--- src/rtl/ex_muldiv_sequencer.sv ---
// Iterative 32-bit multiply/divide unit for the EX stage.
// Shift-add multiply and restoring divide, one bit per cycle, with
// sign correction applied once on the FIX edge.
//
// state | meaning
// ------+----------------------------------------------------------
// IDLE  | no operation; a start is accepted here
// CALC  | 32 iterations, one multiplier/quotient bit per cycle
// FIX   | sign correction, HI/LO written on the leaving edge
// DONE  | one-cycle completion pulse; a start is also accepted here
module ex_muldiv_sequencer (
    input  logic        CLK,
    input  logic        RESET,
    input  logic        I_MD_Start,
    input  logic [1:0]  I_MD_Op,
    input  logic [31:0] I_MD_A,
    input  logic [31:0] I_MD_B,
    input  logic        I_MD_MfReq,
    input  logic        I_MD_Flush,
    output logic [31:0] HI_out,
    output logic [31:0] LO_out,
    output logic        busy_out,
    output logic        done_out,
    output logic        stall_out,
    output logic        divZero_out
);

    typedef enum logic [1:0] {IDLE, CALC, FIX, DONE} state_t;

    state_t      state;
    logic [1:0]  op;
    logic        sign_a;
    logic        sign_b;
    logic [31:0] opa;
    logic [31:0] opb;
    logic [63:0] acc;
    logic [4:0]  cnt;

    // Op[1] selects divide, Op[0]=0 selects the signed variant.
    logic        in_div;
    logic        in_signed;
    logic [31:0] a_mag;
    logic [31:0] b_mag;
    logic        start_ok;

    logic        is_div;
    logic        is_signed;
    logic [32:0] mul_sum;
    logic [32:0] div_sh;
    logic [32:0] div_diff;
    logic        div_ge;
    logic [63:0] acc_step;
    logic [63:0] mul_res;
    logic [31:0] quot_res;
    logic [31:0] rem_res;

    // Operand conditioning and start acceptance.
    always_comb begin
        in_div    = I_MD_Op[1];
        in_signed = ~I_MD_Op[0];
        a_mag     = (in_signed && I_MD_A[31]) ? (32'd0 - I_MD_A) : I_MD_A;
        b_mag     = (in_signed && I_MD_B[31]) ? (32'd0 - I_MD_B) : I_MD_B;
        start_ok  = I_MD_Start && !I_MD_Flush && (state == IDLE || state == DONE);
    end

    // One iteration step and the final sign correction.
    // Multiply: acc = {partial product, remaining multiplier bits}.
    // Divide:   acc = {partial remainder, dividend bits / quotient bits}.
    always_comb begin
        is_div    = op[1];
        is_signed = ~op[0];
        mul_sum   = {1'b0, acc[63:32]} + (acc[0] ? {1'b0, opa} : 33'd0);
        div_sh    = acc[63:31];
        div_diff  = div_sh - {1'b0, opb};
        // Remainder stays below 2*divisor, so bit 32 is a clean borrow flag.
        div_ge    = ~div_diff[32];
        if (is_div)
            acc_step = {(div_ge ? div_diff[31:0] : div_sh[31:0]), acc[30:0], div_ge};
        else
            acc_step = {mul_sum, acc[31:1]};
        mul_res  = (is_signed && (sign_a ^ sign_b)) ? (64'd0 - acc) : acc;
        quot_res = (is_signed && (sign_a ^ sign_b)) ? (32'd0 - acc[31:0]) : acc[31:0];
        rem_res  = (is_signed && sign_a) ? (32'd0 - acc[63:32]) : acc[63:32];
    end

    // Sequencer FSM with registered busy/done and architectural HI/LO.
    always_ff @(posedge CLK or negedge RESET) begin
        if (!RESET) begin
            state       <= IDLE;
            op          <= 2'd0;
            sign_a      <= 1'b0;
            sign_b      <= 1'b0;
            opa         <= 32'd0;
            opb         <= 32'd0;
            acc         <= 64'd0;
            cnt         <= 5'd0;
            HI_out      <= 32'd0;
            LO_out      <= 32'd0;
            busy_out    <= 1'b0;
            done_out    <= 1'b0;
            divZero_out <= 1'b0;
        end else begin
            case (state)
                IDLE, DONE: begin
                    if (start_ok) begin
                        op          <= I_MD_Op;
                        sign_a      <= I_MD_A[31];
                        sign_b      <= I_MD_B[31];
                        opa         <= a_mag;
                        opb         <= b_mag;
                        acc         <= {32'd0, (in_div ? a_mag : b_mag)};
                        cnt         <= 5'd0;
                        if (in_div && (I_MD_B == 32'd0)) begin
                            state       <= DONE;
                            busy_out    <= 1'b0;
                            done_out    <= 1'b1;
                            divZero_out <= 1'b1;
                        end else begin
                            state       <= CALC;
                            busy_out    <= 1'b1;
                            done_out    <= 1'b0;
                            divZero_out <= 1'b0;
                        end
                    end else begin
                        state    <= IDLE;
                        busy_out <= 1'b0;
                        done_out <= 1'b0;
                    end
                end
                CALC: begin
                    if (I_MD_Flush) begin
                        state    <= IDLE;
                        busy_out <= 1'b0;
                    end else begin
                        acc <= acc_step;
                        cnt <= cnt + 5'd1;
                        if (cnt == 5'd31)
                            state <= FIX;
                    end
                end
                FIX: begin
                    busy_out <= 1'b0;
                    if (I_MD_Flush) begin
                        state <= IDLE;
                    end else begin
                        if (is_div) begin
                            HI_out <= rem_res;
                            LO_out <= quot_res;
                        end else begin
                            HI_out <= mul_res[63:32];
                            LO_out <= mul_res[31:0];
                        end
                        state    <= DONE;
                        done_out <= 1'b1;
                    end
                end
                default: begin
                    state    <= IDLE;
                    busy_out <= 1'b0;
                    done_out <= 1'b0;
                end
            endcase
        end
    end

    // Hold the pipeline while busy if EX wants a new op or HI/LO.
    always_comb begin
        stall_out = busy_out & (I_MD_Start | I_MD_MfReq);
    end

endmodule
--- config.mk ---
export PLATFORM = sky130hd
export DESIGN_NAME = ex_muldiv_sequencer
export DESIGN_NICKNAME = d
export VERILOG_FILES = /design/src/rtl/ex_muldiv_sequencer.sv
export SDC_FILE = /design/constraint.sdc
export NUM_CORES = 1
export LEC_CHECK = 0
export ABC_AREA = 1
export CAP_MARGIN = 25
export CORE_MARGIN = 5
export CORE_UTILIZATION = 55
export DETAILED_ROUTE_END_ITERATION = 16
export PLACE_DENSITY = 0.91
export SLEW_MARGIN = 20
export SYNTH_ARGS = -nofsm -noshare
export SYNTH_HDL_FRONTEND = slang
export SYNTH_SLANG_ARGS = --single-unit
--- constraint.sdc ---
create_clock -name CLK -period 2.6 [get_ports CLK]
set_clock_uncertainty 0.1 [all_clocks]
set_input_delay 0.26 -clock CLK [delete_from_list [all_inputs] [get_ports CLK]]
set_output_delay 0.26 -clock CLK [all_outputs]
set_load 0.1 [all_outputs]
==> results_dict.tcl <==
set metrics [dict create \
    syn_to_final_growth_pct 22.6 \
    dieArea_mm2 0.0380 \
    path_class "reg -> reg" \
    peakVddDrop_mv 1.54 \
    p_sw_frac 0.536 \
    grt_usage 0.351 \
    power_mw 21.4 \
    arrival_ns 2.97 \
    worst_slack_ns -0.0219 \
    cts_root_buffer "clkbuf_16" \
    violations "setup timing" \
    leakagePower_nw 12.0 \
    finalSetupTns_ns -0.0354 \
    fillers 2948 \
    fin_cells 3839 \
    finalHoldViolCount 0 \
    ys_async_sr_fraction 1.00 \
    wl_mm 70.5 \
    fmax_mhz 381 \
    synth_edf_count 0 \
    drive_above_1_share 0.133 \
    wire_per_inst_um 18.4 \
    worstMarginPinSlew_ns 0.709 \
    drc 0 \
    critPathLaunchType "flop" \
    crit_path_frequent_cell "nand2_4" \
    nets 3520 \
    clk-insertion-delay-late_ns 0.55 \
    antenna_found_initial 0 \
    power-per-cell-area_mw_per_mm2 929 \
    p_int_mw 9.96 \
    p_seq_frac 0.233 \
    postSynthCellCount 3138 \
    synth_most_common_cell "nand2_1" \
    power.share.clock 0.160 \
    yosysTopAreaCellShare 0.274 \
    fp.dieW_um 195 \
    period_needed_ns 2.62 \
    ys.flop_type "dfrtp_1" \
    clkTransAtPathRegs_ns 0.06 \
    dpl.hpwl_mm 55.7 \
    r2r-start "opb[16]$_DFFE_PN0P_" \
    drt_iter0_markers 2721 \
    grtUsageMet2 0.552 \
    comb_power_share 0.606 \
    overflow 0 \
    status "finished with violations" \
    globalplace.congestion 1.14 \
    start_util 0.559 \
    avgSynthCellArea_um2 6.00 \
    synthesis.nets 3283 \
    path_cells "inv_1 -> ha_1 -> nand2_1 -> nor2_1 -> nand2_1 -> nor2_1 -> nand2_4 -> nand2_4 -> nand2_4 -> nand2_8 -> buf_12 -> nor2_4 -> buf_4 -> o211ai_1" \
    dr.pass1.iters 6 \
    antenna_left 0 \
    max_cap_viol_count 0 \
    port_buffers 138 \
    grt_pass1_wl_mm 108 \
    fin_crit_sh 1.01 \
    rsz0062_at_grt "true" \
    ys_seq_area_frac 0.274 \
    place_inst 3781 \
    critPathSlowestCell "ha_1" \
    maxSlewViolCount 0 \
    numCtsBuffers 23 \
    clockBufferDepth 3 \
    relSlewSlack 0.527 \
    grt_pass1_vias 20300 \
    ios 139 \
    viasPerCell 5.75 \
    use_met3 0.0522 \
    synthTopCellsByArea "dfrtp_1 (27%), nand2_1 (20%), inv_1 (8.5%)" \
    cts.sinks 206 \
    synth_cell_type_count 49 \
    crit_path_end_kind "flop" \
    ys.warnings.count 0 \
    rr_worst_depth 14 \
    syn_area_mm2 0.0188 \
    p_switching_mw 11.5 \
    coreArea_mm2 0.0337 \
    multi_input_area_mm2 0.0121 \
    seqCellArea_mm2 0.00516 \
    fp.dieH_um 195 \
    grt-busiest-layer "met2" \
    ys_seq_elements 206 \
    antenna_cells 0 \
    netlist_top_cells_count "nand2_1 (997), inv_1 (426), nor2_1 (349)" \
    critPathMaxFanout 5 \
    cts_tree "yes" \
    cp.required_ns 2.95 \
    h-tree-depth 1 \
    setup_viol 3 \
    crit_start "opb[16]$_DFFE_PN0P_" \
    critPathMaxStageDelay_ns 0.38 \
    vias 22100 \
    grt_util_met1 0.481 \
    yosysTopAreaCell "dfrtp_1" \
    grt_max_degree 80 \
    rows 67 \
    worstHoldPathType "in -> async" \
]
-- path summary, 6_finish.rpt --
path | endpoint | slack, ns
min in group CLK | opb[25]$_DFFE_PN0P_ | 0.30
hold reg to reg | HI_out[18]$_DFFE_PN0P_ | 0.38
hold / removal | HI_out[18]$_DFFE_PN0P_ | 0.23
setup reg to reg | acc[0]$_DFFE_PN0P_ | -0.02
max in group asynchronous | opb[22]$_DFFE_PN0P_ | 1.41
setup / recovery | acc[0]$_DFFE_PN0P_ | -0.02
-- per-stage QoR --
stage	area (µm²)	utilization	setup WS [ns]	hold WS, ns
2_1_floorplan	18800	-	0.0634	-0.136
3_3_place_gp	21600	0.640	0.0620	0.255
3_5_place_dp	21600	0.640	0.0207	0.257
4_1_cts	22400	0.664	0.00465	0.250
5_1_grt	23100	0.685	-0.120	0.297
6_report	23100	0.685	-0.0219	0.229
-- power groups by stage --
stage	registers, mW	clock network (mW)	logic, mW
after floorplan	8.04	0	5.44
after global placement	4.97	0	12.1
after detailed placement	4.98	0	12.2
after CTS	4.95	3.44	12.3
after global routing	5.10	3.58	13.9
final	5.01	3.43	13.0
-- what timing repair did --
item                                    in CTS  in global routing
hold endpoints to repair                    75                  0
hold buffers                                 1                  0
gates cloned                                 0                  2
pin swaps                                    1                 23
resized for setup                            1                132
setup buffers                                0                 14
endpoints found under the setup margin       5                 48
-- layer usage --
metal  share of wire  vias to the layer above
li1                -                    10500
met1            0.40                    10000
met2            0.44                     1326
met3            0.10                      238
met4           0.061                        0
met5               0                        -
-- cell type report --
cell class                 instances  area share
multi-input combinational       2393       0.526
clock inverter                    13     0.00721
clock buffer                      28      0.0270
inverter                         436      0.0711
timing repair buffer             315       0.121
tap                              448      0.0243
sequential                       206       0.224
-- cells by family after synthesis --
kind of cell             count (synthesis)  synth area share
adder cells (fa/ha/maj)                 74            0.0500
buffers and inverters                  539             0.111
XOR/XNOR                                97            0.0451
AND/OR/NAND/NOR                       1758             0.388
flip-flops                             206             0.274
AO/OA/AOI/OAI                          464             0.132
-- cell usage in the layout, fill, tap and decap left out, types with 46 or more instances in the layout --
cell and instances:
a21oi_1 118, buf_4 225, clkdlybuf4s50_1 69, dfrtp_1 201
ha_1 46, inv_1 416, nand2_1 973, nand3_1 277
nor2_1 330, o21ai_0 220, xor2_1 78
-- state kept, by name (all words and copies together), names as in the netlist --
register,count
busy_out,1
sign_a,1
sign_b,1
state,2
acc,64
HI_out,32
LO_out,32
op,2
cnt,5
opa,32
done_out,1
divZero_out,1
opb,32
-- worst max-delay path, delay by kind of cell (launching register included) --
family	cells	cell delay, ns
simple gates	9	1.14
buf+inv	3	0.38
flops	1	0.36
fa+ha+maj	1	0.38
compound gates	1	0.20
No activity file was read; power rests on OpenSTA's default activity.
